File: src/rtl/timer_run_control_if.sv
// Button/display bundle between the user panel and timer_run_control.
// Ports: start_stop/clear/lap button levels in; count/running/lap_active/wrap out.
interface timer_run_control_if;
    logic       start_stop;
    logic       clear;
    logic       lap;
    logic [7:0] count;
    logic       running;
    logic       lap_active;
    logic       wrap;

    modport master (
        output start_stop, clear, lap,
        input  count, running, lap_active, wrap
    );

    modport slave (
        input  start_stop, clear, lap,
        output count, running, lap_active, wrap
    );
endinterface

File: src/rtl/timer_run_control.sv
// Run/pause/clear control, 1 Hz prescaler and lap hold for the 0..99 s timer.
// Ports: clk_50MHz, reset (sync, active high), bus (slave: buttons in, display out).
module timer_run_control #(
    parameter int TICK_DIV  = 50_000_000,
    parameter int MAX_COUNT = 99
) (
    input  logic                clk_50MHz,
    input  logic                reset,
    timer_run_control_if.slave  bus
);

    localparam int PW = $clog2(TICK_DIV);
    localparam logic [PW-1:0] PRE_LAST = PW'(TICK_DIV - 1);
    localparam logic [7:0]    CNT_MAX  = 8'(MAX_COUNT);

    typedef enum logic [1:0] {
        IDLE  = 2'd0,
        RUN   = 2'd1,
        PAUSE = 2'd2
    } state_t;

    // Button order in the vectors: [0]=start_stop, [1]=clear, [2]=lap
    logic [2:0] w_btn;
    logic [2:0] r_s1;
    logic [2:0] r_s2;
    logic [2:0] r_s3;
    logic [2:0] r_press;
    logic [1:0] r_warm;

    state_t        r_state;
    state_t        w_state_nxt;
    logic [PW-1:0] r_pre;
    logic [PW-1:0] w_pre_nxt;
    logic [7:0]    r_live;
    logic [7:0]    w_live_nxt;
    logic [7:0]    r_lap;
    logic [7:0]    w_lap_nxt;
    logic          r_lapa;
    logic          w_lapa_nxt;
    logic          w_wrap_nxt;
    logic          w_tick;

    logic [7:0]    r_count;
    logic          r_running;
    logic          r_wrap;

    assign w_btn = {bus.lap, bus.clear, bus.start_stop};

    // Edge detection stays disabled until the synchroniser holds real
    // samples, so a button held through reset is never seen as a press.
    always_ff @(posedge clk_50MHz) begin
        if (reset) begin
            r_s1    <= '0;
            r_s2    <= '0;
            r_s3    <= '0;
            r_press <= '0;
            r_warm  <= '0;
        end else begin
            r_s1    <= w_btn;
            r_s2    <= r_s1;
            r_s3    <= r_s2;
            r_press <= (r_warm == 2'd3) ? (r_s2 & ~r_s3) : 3'b000;
            if (r_warm != 2'd3) begin
                r_warm <= r_warm + 2'd1;
            end
        end
    end

    always_ff @(posedge clk_50MHz) begin
        if (reset) begin
            r_state   <= IDLE;
            r_pre     <= '0;
            r_live    <= '0;
            r_lap     <= '0;
            r_lapa    <= 1'b0;
            r_wrap    <= 1'b0;
            r_running <= 1'b0;
            r_count   <= '0;
        end else begin
            r_state   <= w_state_nxt;
            r_pre     <= w_pre_nxt;
            r_live    <= w_live_nxt;
            r_lap     <= w_lap_nxt;
            r_lapa    <= w_lapa_nxt;
            r_wrap    <= w_wrap_nxt;
            r_running <= (w_state_nxt == RUN);
            r_count   <= r_lapa ? r_lap : r_live;
        end
    end

    always_comb begin
        w_state_nxt = r_state;
        w_pre_nxt   = r_pre;
        w_live_nxt  = r_live;
        w_lap_nxt   = r_lap;
        w_lapa_nxt  = r_lapa;
        w_wrap_nxt  = 1'b0;
        w_tick      = 1'b0;

        // The prescaler advances on the current state, so a tick on the
        // same edge as RUN->PAUSE still counts.
        if (r_state == RUN) begin
            if (r_pre == PRE_LAST) begin
                w_pre_nxt = '0;
                w_tick    = 1'b1;
            end else begin
                w_pre_nxt = r_pre + 1'b1;
            end
        end

        if (w_tick) begin
            if (r_live >= CNT_MAX) begin
                w_live_nxt = '0;
                w_wrap_nxt = 1'b1;
            end else begin
                w_live_nxt = r_live + 8'd1;
            end
        end

        if (r_press[1]) begin
            w_state_nxt = IDLE;
            w_pre_nxt   = '0;
            w_live_nxt  = '0;
            w_lap_nxt   = '0;
            w_lapa_nxt  = 1'b0;
            w_wrap_nxt  = 1'b0;
        end else begin
            if (r_press[0]) begin
                unique case (r_state)
                    IDLE:    w_state_nxt = RUN;
                    RUN:     w_state_nxt = PAUSE;
                    PAUSE:   w_state_nxt = RUN;
                    default: w_state_nxt = IDLE;
                endcase
            end
            // Lap captures the post-tick live value
            if (r_press[2] && (r_state != IDLE)) begin
                if (r_lapa) begin
                    w_lapa_nxt = 1'b0;
                end else begin
                    w_lapa_nxt = 1'b1;
                    w_lap_nxt  = w_live_nxt;
                end
            end
        end
    end

    assign bus.count      = r_count;
    assign bus.running    = r_running;
    assign bus.lap_active = r_lapa;
    assign bus.wrap       = r_wrap;

endmodule

File: src/flat_wrapper.sv
// flat-port wrapper written by rule: the top's interface ports become plain ports
module timer_run_control_flat 
#(
    parameter int TICK_DIV  = 50_000_000,
    parameter int MAX_COUNT = 99
)
  (clk_50MHz, reset, bus_start_stop, bus_clear, bus_lap, bus_count, bus_running, bus_lap_active, bus_wrap);
  timer_run_control_if bus_i ();
  input  logic clk_50MHz;
  input  logic reset;
  input wire logic [$bits(bus_i.start_stop)-1:0] bus_start_stop;
  input wire logic [$bits(bus_i.clear)-1:0] bus_clear;
  input wire logic [$bits(bus_i.lap)-1:0] bus_lap;
  output wire logic [$bits(bus_i.count)-1:0] bus_count;
  output wire logic [$bits(bus_i.running)-1:0] bus_running;
  output wire logic [$bits(bus_i.lap_active)-1:0] bus_lap_active;
  output wire logic [$bits(bus_i.wrap)-1:0] bus_wrap;
  assign bus_i.start_stop = bus_start_stop;
  assign bus_i.clear = bus_clear;
  assign bus_i.lap = bus_lap;
  assign bus_count = bus_i.count;
  assign bus_running = bus_i.running;
  assign bus_lap_active = bus_i.lap_active;
  assign bus_wrap = bus_i.wrap;
  timer_run_control #(.TICK_DIV(TICK_DIV), .MAX_COUNT(MAX_COUNT)) u_core (.clk_50MHz(clk_50MHz), .reset(reset), .bus(bus_i));
endmodule
File: config.mk
export PLATFORM = sky130hd
export DESIGN_NAME = timer_run_control_flat
export DESIGN_NICKNAME = d
export VERILOG_FILES = /design/src/rtl/timer_run_control_if.sv /design/src/rtl/timer_run_control.sv /design/src/flat_wrapper.sv
export SDC_FILE = /design/constraint.sdc
export NUM_CORES = 1
export LEC_CHECK = 0
export ABC_AREA = 1
export CAP_MARGIN = 20
export CORE_AREA = 4 4 84 86
export DETAILED_ROUTE_END_ITERATION = 10
export DIE_AREA = 0 0 88 90
export GPL_TIMING_DRIVEN = 1
export MAX_ROUTING_LAYER = met4
export PLACE_DENSITY = 0.67
export RECOVER_POWER = 25
export SYNTH_ARGS = -nofsm -noshare
export SYNTH_HDL_FRONTEND = slang
export SYNTH_SLANG_ARGS = --single-unit
File: constraint.sdc
create_clock -name clk_50MHz -period 2.81 [get_ports clk_50MHz]
set_input_delay 0.562 -clock clk_50MHz [delete_from_list [all_inputs] [get_ports clk_50MHz]]
set_output_delay 0.562 -clock clk_50MHz [all_outputs]
set_load 0.02 [all_outputs]
**Yosys cells after proc, flatten, opt, wreduce, memory -nomap -nowiden**

Cells that the tools add are included.

- $add $sub $neg: 3
- Bitwise logic cells: 5
- Mux-type cells: 11
- Reductions and logical operators: 8
- Eq/ne operators: 6
- Magnitude comparators: 1

Operator list:

| operator | number |
|---|---|
| 26-bit by 1-bit adder with 26-bit output, second input constant | 1 |
| 26-bit == test, second input constant | 1 |
| 26-bit 2-to-1 mux | 1 |
| 8-bit 2-to-1 mux | 3 |
| 8-bit by 1-bit adder with 8-bit output, second input constant | 1 |
| 8-bit by 7-bit >= comparator with 1-bit output, second input constant | 1 |
| 2-bit OR reduction | 3 |
| 2-bit by 1-bit == test with 1-bit output, second input constant | 2 |
| 2-bit == test, second input constant | 2 |
| 1-bit 2-to-1 mux | 4 |
| 2-bit 2-to-1 mux | 2 |
| 2-bit one-hot mux with 2 select lines | 1 |
| 3-bit bitwise AND | 1 |
| 1-bit NOT | 3 |
| 3-bit NOT | 1 |
| 3-bit OR reduction | 1 |
| 2-bit by 1-bit adder with 2-bit output, second input constant | 1 |
| 2-bit zero test | 1 |
| 2-bit inequality test, second input constant | 1 |
| 2-bit AND reduction | 1 |
| 2-bit nonzero test | 1 |
| 1-bit logical AND | 1 |

- Input port bits: 5
- Register bits after elaboration: 69

**Longest topological paths before layout**

- Depth after elaboration: 6
- Mapped depth: 11

**Least setup slack after synthesis**

No wires, ideal clock.

- Path kind: register to register
- Start: register u_core.r_pre[0]
- End: register u_core.r_pre[10]
- Arrival time: 1.380 ns
- Clock period less this slack: 1.503 ns
- Cell stages (with the launch flop): 12
- Path slack: 1.307 ns
- Path through: dfxtp_1 -> ha_1 -> nand2_1 -> inv_1 -> nand2_1 -> nor2_4 -> nand2_2 -> nor2_8 -> nor2_4 -> buf_6 -> o21ai_2 -> a21oi_1

- Word-level cells in the longest chain between the ends: 2
- Elaborated cells on any way between the ends: 3
- Classes of those cells: 1 x add/sub; 1 x eq/ne; 1 x mux

RTL lines:

| item | line | source |
|---|---|---|
| start: declaration | timer_run_control.sv:32 | `logic [PW-1:0] r_pre;` |
| start signal: assignment | timer_run_control.sv:81 | `r_pre <= w_pre_nxt;` |
| 26-bit by 1-bit adder with 26-bit output or 26-bit == test (tied branches) | timer_run_control.sv:107, timer_run_control.sv:103 |  |
| 26-bit 2-to-1 mux (*) | timer_run_control.sv:103 | `if (r_pre == PRE_LAST) begin` |

Every way passes the cells marked *; elsewhere a longest branch is shown, timed or not.
A chain may end at the register's enable or synchronous reset.

**Worst setup path after layout**

- Start: input port reset
- End: register u_core.r_pre[25]

- Word-level cells in the longest chain between the ends: 1

RTL lines:

| item | line | source |
|---|---|---|
| start: declaration | flat_wrapper.sv:10 | `input logic reset;` |
| 2-bit OR reduction (no line) | n/a |  |

No other way between the ends.

==> summary.md <==
| Metric | Value |
|---|---|
| Core region area | 6280 um2 |
| Yosys cell types | 29 |
| Vias in the first global route | 2457 |
| Top layer in use | met4 |
| Max cap viols | 0 |
| Syn Inst Count | 427 |
| Area grow syn2layout | 15.2% |
| Crit Path Max Fanout | 13 |
| Ys flop type | dfxtp_1 |
| PortBufs | 15 |
| TritonCTS clock tree | done |
| Pre-antenna DRT Iters | 4 |
| Flops & latches, synth | 69 |
| Initial Utilization | 49.0% |
| Cells along the critical path | dlygate4sd3_1 -> nor2_1 -> inv_1 -> nor2_4 -> o21ai_0 -> a21oi_1 |
| Worst-path clk slew | 0.07 ns |
| Via density | 5.03 |
| Switching pwr | 0.000445 W |
| Total power | 0.00199 W |
| RSZ-0062 raised after global routing | false |
| Setup TNS Final | 0 ns |
| Crit. End Element | flip-flop |
| Required @ worst endpoint | 3.08 ns |
| CTS Sinks | 69 |
| Hold Path Class | reg2reg |
| RePlAce Congestion | 0.856 |
| Post-synth EDFFs | 0 |
| Antenna diode count | 0 |
| Crit-path max cell delay | 0.56 ns |
| Reg2Reg Depth | 8 |
| Clock Latency Late Sink | 0.34 ns |
| Worst-Margin Slew | 0.729 ns |
| Pwr Density | 562 nW/um2 |
| Clock power share | 46.9% |
| Worst relative slew slack | 51.2% |
| ANT nets after route | 0 |
| Hold path depth | 1 |
| Gr usage total | 17.1% |
| Seq pwr share | 50.2% |
| Largest net degree at the start of global routing | 23 |
| Post-synth top area cell | dfxtp_1 |
| Clk root buf | clkbuf_8 |
| Die ar. | 7920 um2 |
| Htree depth | 3 |
| Post-synth ARST share | 0% |
| Sequential share of the synthesized area | 44.9% |
| Number of gates resized after cts | 0 |
| Final setup vio count | 0 |
| Max-slew violations | 0 |
| Outcome | finished, final reports clean |
| Total wire length | 6140 um |
| Detail Placement HPWL | 4380 um |
| CP Data Arrival Time | 2.15 ns |
| Met2 WL | 2670 um |
| CP startpoint kind | input port |
| Final hold viol count | 0 |
| Die Ht | 90 um |
| Post-CTS setup buffer count | 0 |
| Syn Nets | 435 |
| Fin nets | 458 |
| # rows | 29 |
| Top cells by count, synth | 77 x nand2_1, 73 x nor2_1, 69 x dfxtp_1 |
| First-pass GRT wire length | 10600 um |
| Post-layout min period | 1.88 ns |
| Post-synth top area share | 44.9% |
| Leak | 1.43 nW |
| M1 WL | 2960 um |
| Worst clock skew | 0.00794 ns |
| Via Count | 2675 |
| Synth Cell Area | 3070 um2 |
| Worst vdd ir | 449 uV |
| P_int | 0.00155 W |
| Yosys synthesis warning count | 0 |
| Io pins | 16 |
| Fmax | 0.532 GHz |
| Drc violations | 0 |
| Comb power frac | 2.9% |
| Top-count cell post-synth | nand2_1 |
| Fraction of layout cells with a size suffix above 1 | 8.35% |
| Total CTS buffers | 9 |
| Switch share | 22.3% |
| Hold-fix buffers, CTS | 0 |
| Antenna violations before repair | 0 |
| Initial DRC count | 138 |
| Avg Cell Area, Syn | 7.20 um2 |
| Clock Tree Buf Depth | 2 |
| Met3 WL | 346 um |
| Crit path max-delay cell type | dlygate4sd3_1 |
| Die X | 88 um |
| Mean routed wirelength per cell | 11.5 um |
| Critical path type | in2reg |
| Total gr overflow | 0 |
| Largest cells by area after synthesis | dfxtp_1 45%, nand2_1 9.4%, nor2_1 8.9% |
| Final period util | 66.9% |
## worst paths after layout
kind,start,end,slack (ns)
max,reset,u_core.r_pre[25]$_SDFFE_PP0N_,0.93
min,u_core.r_s3[1]$_SDFF_PP0_,u_core.r_press[1]$_SDFF_PP0_,0.39
max reg2reg,u_core.r_live[0]$_SDFF_PP0_,u_core.r_lap[4]$_SDFFE_PP0P_,1.04
min reg2reg,u_core.r_s3[1]$_SDFF_PP0_,u_core.r_press[1]$_SDFF_PP0_,0.39
## metal layers
metal / up-vias / GRT usage [%]
met5: - / -
met4: 0 / 7.29
met2: 65 / 25.1
met3: 13 / 4.39
li1: 1392 / -
met1: 1205 / 22.2
## per-stage QoR
stage	instances	setup WS, ns	hold slack [ns]	util (%)	instance area [um2]
2_1_floorplan	427	1.31	0.373	-	3070
3_3_place_gp	516	0.740	0.379	52.8	3310
3_5_place_dp	516	0.684	0.387	52.8	3310
4_1_cts	532	0.957	0.397	56.5	3540
5_1_grt	532	0.699	0.414	56.4	3540
6_report	532	0.929	0.393	56.4	3540
## worst max-delay path, delay by kind of cell
family,cells,cell delay [ns]
AOI/OAI and AO/OA,2,0.28
and+or+nand+nor,2,0.61
buffers and inverters,2,0.70
## registers in the layout (all words and copies together), names as in the netlist
signal,cells
u_core.r_press,3
u_core.r_lap,8
u_core.r_state,2
u_core.bus.wrap,1
u_core.r_warm,2
u_core.r_s2,3
u_core.r_s3,3
u_core.bus.count,8
u_core.r_s1,3
u_core.r_live,8
u_core.r_pre,26
u_core.bus.running,1
u_core.bus.lap_active,1
## cells by family (layout without fill, tap and decap cells)
group,count (synthesis),in the layout,share of synthesized area (%)
fa+ha+maj,3,3,1.22
flops,69,69,44.9
xor+xnor,11,11,3.13
compound gates,57,57,9.85
buf+inv,75,103,9.40
simple gates,212,212,31.5
## cells in the final DEF, fill, tap and decap left out, types with 2 or more instances in the layout
master / instances
a21oi_1: 34
buf_4: 2
bufinv_16: 2
clkbuf_8: 10
clkdlybuf4s50_1: 14
dfxtp_1: 69
ha_1: 3
inv_1: 67
inv_2: 2
inv_6: 2
nand2_1: 77
nand2_2: 4
nand3_1: 27
nand4_1: 9
nor2_1: 73
nor2_2: 2
nor2_4: 3
nor2_8: 2
nor3_1: 10
o21ai_0: 16
o21ai_2: 3
xnor2_1: 3
xor2_1: 8
## power groups by stage
stage	combinational (W)	clock (W)	sequential (W)
6_report	0.0000573	0.000934	0.000999
4_1_cts	0.0000587	0.000951	0.000999
5_1_grt	0.0000661	0.000993	0.00100
3_3_place_gp	0.0000568	0	0.00102
2_1_floorplan	0.0000413	0	0.00102
3_5_place_dp	0.0000590	0	0.00102
## final cells by class
class / instances / area (um2)
Inverter: 69 / 259
Tap cell: 77 / 96.3
Clock inverter: 6 / 93.8
Fill cell: 607 / 2740
Clock buffer: 10 / 138
Timing Repair Buffer: 18 / 169
Multi-Input combinational cell: 283 / 1400
Sequential cell: 69 / 1380
No activity file was read; power rests on OpenSTA's default activity.
